===== config.mk =====
export PLATFORM = sky130hd
export DESIGN_NAME = register_file_flat
export DESIGN_NICKNAME = d
export VERILOG_FILES = /design/src/rtl/hmmm_pkg.sv /design/src/rtl/register_file_if.sv /design/src/rtl/regfile_clear_seq.sv /design/src/rtl/register_file.sv /design/src/flat_wrapper.sv
export SDC_FILE = /design/constraint.sdc
export NUM_CORES = 1
export LEC_CHECK = 0
export BUFFER_PORTS_ARGS = -buffer_cell sky130_fd_sc_hd__buf_2
export CELL_PAD_IN_SITES_DETAIL_PLACEMENT = 1
export CELL_PAD_IN_SITES_GLOBAL_PLACEMENT = 2
export CORE_UTILIZATION = 50
export DETAILED_ROUTE_END_ITERATION = 10
export MAX_ROUTING_LAYER = met4
export PLACE_DENSITY_LB_ADDON = 0.1
export SETUP_SLACK_MARGIN = 0.15
export SYNTH_ARGS = -nofsm -noshare
export SYNTH_HDL_FRONTEND = slang
export SYNTH_SLANG_ARGS = --single-unit

===== constraint.sdc =====
create_clock -name clk -period 4.8 [get_ports clk]
set_input_delay 0.48 -clock clk [delete_from_list [all_inputs] [get_ports clk]]
set_output_delay 0.48 -clock clk [all_outputs]
set_load 0.01 [all_outputs]

===== src/rtl/hmmm_pkg.sv =====
// Shared constants and types for the Hmmm datapath register storage.
package hmmm_pkg;

    localparam int HMMM_WORD_W   = 16;
    localparam int HMMM_NUM_REGS = 16;
    localparam int HMMM_REG_ZERO = 0;

    // Clear sequencer states: CLEAR sweeps zeros into the array, RUN serves requests.
    typedef enum logic {
        ST_CLEAR = 1'b0,
        ST_RUN   = 1'b1
    } rf_state_e;

endpackage


===== src/rtl/register_file_if.sv =====
// Request/response bundle between the decoder/ALU side and the register file.
//
// Request semantics: we, re_a and re_b are single-cycle qualifiers sampled on
// the rising edge of clk together with their address/data. busy acts as the
// inverse of ready: while busy is high every request is ignored (no retry and
// no queueing), so the master must see busy low before presenting requests.
interface register_file_if
    import hmmm_pkg::*;
#(
    parameter int N  = HMMM_WORD_W,
    parameter int AW = $clog2(HMMM_NUM_REGS)
);

    logic          we;
    logic [AW-1:0] waddr;
    logic [N-1:0]  wdata;
    logic          re_a;
    logic [AW-1:0] raddr_a;
    logic [N-1:0]  rdata_a;
    logic          re_b;
    logic [AW-1:0] raddr_b;
    logic [N-1:0]  rdata_b;
    logic          busy;

    modport master (
        output we, waddr, wdata, re_a, raddr_a, re_b, raddr_b,
        input  rdata_a, rdata_b, busy
    );

    modport slave (
        input  we, waddr, wdata, re_a, raddr_a, re_b, raddr_b,
        output rdata_a, rdata_b, busy
    );

endinterface


===== src/rtl/regfile_clear_seq.sv =====
// Post-reset clear sequencer: walks a pointer over every register, emitting a
// zero-write each cycle, then hands the array over to normal operation.
module regfile_clear_seq
    import hmmm_pkg::*;
#(
    parameter int DEPTH = HMMM_NUM_REGS,
    parameter int AW    = $clog2(HMMM_NUM_REGS)
) (
    input  logic          clk,
    input  logic          rst,
    output logic          clr_we,
    output logic [AW-1:0] clr_addr,
    output logic          busy,
    output rf_state_e     state
);

    localparam logic [AW-1:0] LAST = AW'(DEPTH - 1);

    logic [AW-1:0] ptr;

    // Sweep FSM: reset parks at CLEAR/ptr 0; the edge clearing the last entry enters RUN.
    always_ff @(posedge clk) begin
        if (rst) begin
            state <= ST_CLEAR;
            ptr   <= '0;
            busy  <= 1'b1;
        end else begin
            case (state)
                ST_CLEAR: begin
                    if (ptr == LAST) begin
                        state <= ST_RUN;
                        busy  <= 1'b0;
                        ptr   <= '0;
                    end else begin
                        ptr <= ptr + 1'b1;
                    end
                end
                ST_RUN: begin
                    state <= ST_RUN;
                end
                default: begin
                    state <= ST_CLEAR;
                    ptr   <= '0;
                    busy  <= 1'b1;
                end
            endcase
        end
    end

    // Zero-write strobe; suppressed while rst is high so only released edges count as sweep steps.
    always_comb begin
        clr_we   = (state == ST_CLEAR) && !rst;
        clr_addr = ptr;
    end

endmodule


===== src/rtl/register_file.sv =====
// Multi-register storage: one write port, two independent registered read
// ports with write-to-read bypass, optional hard-wired zero register, and a
// reset-free array cleared by the sweep sequencer.
module register_file
    import hmmm_pkg::*;
#(
    parameter int N        = HMMM_WORD_W,
    parameter int DEPTH    = HMMM_NUM_REGS,
    parameter int ZERO_REG = 1
) (
    input  logic           clk,
    input  logic           rst,
    register_file_if.slave bus
);

    localparam int            AW        = $clog2(DEPTH);
    localparam logic [AW:0]   DEPTH_W   = (AW + 1)'(DEPTH);
    localparam logic [AW-1:0] ZERO_ADDR = AW'(HMMM_REG_ZERO);

    logic [N-1:0]  mem [DEPTH];
    logic          clr_we;
    logic [AW-1:0] clr_addr;
    logic          busy;
    rf_state_e     state;
    logic          run;
    logic          wr_ok;
    logic [N-1:0]  rdata_a_q;
    logic [N-1:0]  rdata_b_q;

    regfile_clear_seq #(
        .DEPTH (DEPTH),
        .AW    (AW)
    ) u_clear_seq (
        .clk      (clk),
        .rst      (rst),
        .clr_we   (clr_we),
        .clr_addr (clr_addr),
        .busy     (busy),
        .state    (state)
    );

    // An address maps to real storage when it is in range and not the hard-wired zero.
    function automatic logic addr_ok(input logic [AW-1:0] a);
        return ({1'b0, a} < DEPTH_W) && !((ZERO_REG != 0) && (a == ZERO_ADDR));
    endfunction

    // Read value for one port: bypassed write data, stored word, or zero.
    function automatic logic [N-1:0] read_val(
        input logic [AW-1:0] ra,
        input logic          wok,
        input logic [AW-1:0] wa,
        input logic [N-1:0]  wd,
        input logic [N-1:0]  stored
    );
        if (wok && (ra == wa)) begin
            return wd;
        end else if (addr_ok(ra)) begin
            return stored;
        end else begin
            return '0;
        end
    endfunction

    // Qualify the user write: only in RUN, outside reset, to a writable register.
    always_comb begin
        run   = (state == ST_RUN);
        wr_ok = run && !rst && bus.we && addr_ok(bus.waddr);
    end

    // Array write port: the clear sweep has priority, otherwise the qualified user write.
    always_ff @(posedge clk) begin
        if (clr_we) begin
            mem[clr_addr] <= '0;
        end else if (wr_ok) begin
            mem[bus.waddr] <= bus.wdata;
        end
    end

    // Port A read register: zero during reset/sweep, holds when re_a is low.
    always_ff @(posedge clk) begin
        if (rst || !run) begin
            rdata_a_q <= '0;
        end else if (bus.re_a) begin
            rdata_a_q <= read_val(bus.raddr_a, wr_ok, bus.waddr, bus.wdata, mem[bus.raddr_a]);
        end
    end

    // Port B read register: same rules as port A, fully independent.
    always_ff @(posedge clk) begin
        if (rst || !run) begin
            rdata_b_q <= '0;
        end else if (bus.re_b) begin
            rdata_b_q <= read_val(bus.raddr_b, wr_ok, bus.waddr, bus.wdata, mem[bus.raddr_b]);
        end
    end

    assign bus.rdata_a = rdata_a_q;
    assign bus.rdata_b = rdata_b_q;
    assign bus.busy    = busy;

endmodule


===== src/flat_wrapper.sv =====
// flat-port wrapper written by rule: the top's interface ports become plain ports
module register_file_flat import hmmm_pkg::*;
#(
    parameter int N        = HMMM_WORD_W,
    parameter int DEPTH    = HMMM_NUM_REGS,
    parameter int ZERO_REG = 1
)
  (clk, rst, bus_we, bus_waddr, bus_wdata, bus_re_a, bus_raddr_a, bus_re_b, bus_raddr_b, bus_rdata_a, bus_rdata_b, bus_busy);
  register_file_if #(.N(N), .AW(4)) bus_i ();
  input  logic clk;
  input  logic rst;
  input wire logic [$bits(bus_i.we)-1:0] bus_we;
  input wire logic [$bits(bus_i.waddr)-1:0] bus_waddr;
  input wire logic [$bits(bus_i.wdata)-1:0] bus_wdata;
  input wire logic [$bits(bus_i.re_a)-1:0] bus_re_a;
  input wire logic [$bits(bus_i.raddr_a)-1:0] bus_raddr_a;
  input wire logic [$bits(bus_i.re_b)-1:0] bus_re_b;
  input wire logic [$bits(bus_i.raddr_b)-1:0] bus_raddr_b;
  output wire logic [$bits(bus_i.rdata_a)-1:0] bus_rdata_a;
  output wire logic [$bits(bus_i.rdata_b)-1:0] bus_rdata_b;
  output wire logic [$bits(bus_i.busy)-1:0] bus_busy;
  assign bus_i.we = bus_we;
  assign bus_i.waddr = bus_waddr;
  assign bus_i.wdata = bus_wdata;
  assign bus_i.re_a = bus_re_a;
  assign bus_i.raddr_a = bus_raddr_a;
  assign bus_i.re_b = bus_re_b;
  assign bus_i.raddr_b = bus_raddr_b;
  assign bus_rdata_a = bus_i.rdata_a;
  assign bus_rdata_b = bus_i.rdata_b;
  assign bus_busy = bus_i.busy;
  register_file #(.N(N), .DEPTH(DEPTH), .ZERO_REG(ZERO_REG)) u_core (.clk(clk), .rst(rst), .bus(bus_i));
endmodule

==> flow_metrics.py <==
metrics = {
    "floorplanning": {
        "start_util_pct": 50.8,
        "io_pins": 66,
        "die_area_um2": 29000,
        "rows": 61,
        "die_width_um": 170,
        "core_area_um2": 27900,
        "dieHeight_um": 170,
    },
    "power": {
        "p_comb_share_pct": 7.2,
        "net-switching-power_w": 0.00123,
        "intPower_w": 0.00444,
        "p_leak_nw": 5.34,
        "vdd_drop_max_mv": 0.233,
        "netSwitchingFraction_pct": 21.7,
        "powerDensity_nw_per_um2": 359,
        "clockPowerShare_pct": 43.6,
        "power.share.sequential_pct": 49.1,
    },
    "final_layout": {
        "final_common_cell": "edfxtp_1",
        "fill_cells": 2531,
        "fin_cells": 1266,
        "drive_gt1_share_pct": 34.2,
        "antenna_cells": 0,
        "nNetsFinal": 898,
        "final_cell_mix": "edfxtp_1, mux4_2, buf_2",
        "syn_to_final_growth_pct": 11.4,
    },
    "timing": {
        "worst_pin_slew_ns": 1.24,
        "finalSetupViolCount": 0,
        "finalMaxSlewViolations": 0,
        "period_needed_ns": 3.15,
        "fin_setup_tns_ns": 0,
        "max_freq_ghz": 0.318,
        "rsz0062_at_grt": "false",
        "min_period_over_period_pct": 65.5,
        "fin_skew_ns": 0.0158,
        "hold_viol_final": 0,
        "timing.slew.headroom_pct": 17.1,
    },
    "clocking": {
        "cts-buffers-inserted": 31,
        "root_buffer": "clkbuf_16",
        "clk_latency_ns": 0.56,
        "cts.sinks": 294,
        "cts_setup_buffers": 0,
        "cts_resized": 0,
        "cts_tree": "built",
        "h-tree-depth": 1,
        "hold_buffers": 0,
        "clockBufferDepth": 3,
        "clkTransAtPathRegs_ns": 0.06,
    },
    "drt": {
        "drtIter0Drc": 872,
        "drc": 0,
        "wirelength_mm": 39.0,
        "wl_per_cell_um": 30.8,
        "num_vias": 8709,
        "drt_first_pass_iters": 5,
        "viasPerCell": 6.88,
        "ant_nets": 0,
    },
    "critical_path": {
        "crit_chain": "nand3b_1 -> nor2_4 -> buf_4 -> a21oi_1 -> nor2_2",
        "crit_required_ns": 4.98,
        "cp.arrival_ns": 3.32,
        "slowest_delay_ns": 0.78,
        "start_kind": "register",
        "crit_type": "register to register",
        "end_kind": "register",
        "path_delay_family": "simple AND/OR/NAND/NOR gates",
        "cp_max_fo": 82,
        "path_buf_inv": 1,
        "slowest_stage": "nor2_2",
    },
    "logic_synthesis": {
        "yosysWarnings": 0,
        "synth_edf_count": 256,
        "synth_seq_area_share_pct": 59.6,
        "ys.flop_type": "edfxtp_1",
        "synth-seq-cells": 294,
        "synthDistinctLibCells": 40,
        "avgSynthCellArea_um2": 17.0,
        "async_reset_ff_share_pct": 0,
        "synth_area_um2": 14200,
        "synth_nets": 868,
        "netlist_instances": 834,
    },
    "place": {
        "io_buffers": 65,
        "place_congestion": 0.897,
        "hpwl_mm": 25.2,
        "place_inst": 1209,
    },
    "min_path": {
        "hp-class": "primary input to register",
    },
    "global_routing": {
        "grt_pass1_wl_mm": 58.1,
        "grt_max_degree": 83,
        "grt_pass1_vias": 8963,
        "antenna_found_initial": 0,
        "overflow": 0,
        "track_usage_pct": 28.7,
    },
    "run": {
        "maxCapViolCount": 0,
    },
    "status": {
        "status": "finished clean",
    },
}
## registers in the layout (all words and copies together), names as in the netlist
name	flops
u_core.mem	256
u_core.u_clear_seq.busy	1
u_core.u_clear_seq.clr_addr	4
u_core.u_clear_seq.state	1
u_core.bus.rdata_a	16
u_core.bus.rdata_b	16
## kinds of logic (layout without fill, tap and decap cells)
group / Yosys count / in the layout / share of synthesized area, %
DFF: 294 / 294 / 59.6
AOI/OAI and AO/OA: 207 / 207 / 10.9
muxes: 161 / 161 / 23.0
buffers and inverters: 93 / 147 / 3.22
and+or+nand+nor: 69 / 69 / 2.67
xor gates and xnor gates: 9 / 9 / 0.557
adders and majority gates: 1 / 1 / 0.0883
## cells in the mapped netlist, drive strengths merged, types with 2 or more instances
library cell | number | area, µm²
edfxtp | 256 | 7690
mux4 | 128 | 2880
clkbuf | 46 | 173
buf | 41 | 260
dfxtp | 38 | 761
o21ai | 35 | 175
a31oi | 34 | 213
a311oi | 33 | 289
a211oi | 32 | 240
mux2 | 32 | 360
o221ai | 32 | 280
o22a | 32 | 280
nor2 | 25 | 93.8
and2 | 16 | 100
xnor2 | 9 | 78.8
inv | 6 | 22.5
nand2b | 5 | 31.3
a21oi | 4 | 20.0
nand4 | 3 | 18.8
or2 | 3 | 18.8
a2bb2oi | 2 | 17.5
and4 | 2 | 17.5
nand2 | 2 | 7.51
nor2b | 2 | 12.5
nor3 | 2 | 10.0
nor3b | 2 | 15.0
nor4 | 2 | 18.8
or4 | 2 | 15.0
## final timing paths
path | startpoint | end | slack [ns] | cells past startpoint
min | rst | u_core.u_clear_seq.clr_addr[1] | 0.26 | 2
max | u_core.u_clear_seq.state | u_core.mem[0][13] | 1.65 | 5
min reg2reg | u_core.u_clear_seq.busy | u_core.u_clear_seq.busy | 0.50 | 2
max reg2reg | u_core.u_clear_seq.state | u_core.mem[0][13] | 1.65 | 5
## power groups by stage
stage	logic [W]	clock network, W	registers (W)
after global placement	0.000406	0	0.00284
after CTS	0.000414	0.00251	0.00279
after global routing	0.000438	0.00260	0.00279
final	0.000411	0.00247	0.00279
after detailed placement	0.000412	0	0.00284
after floorplan	0.000292	0	0.00284
## metrics by stage
step / cell area, µm² / setup WS, ns / total power (W) / util (%) / hold WS [ns]
finish: 15800 / 1.65 / 0.00567 / 56.7 / 0.263
global route: 15800 / 1.36 / 0.00583 / 56.7 / 0.271
global placement: 14700 / 1.55 / 0.00324 / 52.9 / 0.509
floorplan: 14200 / 2.05 / 0.00313 / - / 0.488
CTS: 15800 / 1.66 / 0.00571 / 56.7 / 0.245
detailed placement: 14700 / 1.44 / 0.00325 / 52.9 / 0.514
## layout make-up
cell class	count	area [µm²]	area share [%]
clock buffers	35	791	5.01
clock inverters	22	260	1.65
inverters	6	22.5	0.143
multi-input cells	447	5290	33.5
flip-flops and latches	294	8450	53.5
well taps	378	473	3.00
repair buffers	84	498	3.15
## routing by layer
| metal | wire [µm] | global-route usage [%] | share of wire [%] |
|---|---|---|---|
| met1 | 16400 | 39.4 | 42 |
| met2 | 19400 | 46.1 | 50 |
| met3 | 2140 | 2.77 | 5.5 |
| met4 | 1090 | 8.34 | 2.8 |
| met5 | 0 | - | 0 |
(Power assumes the default switching activity.)
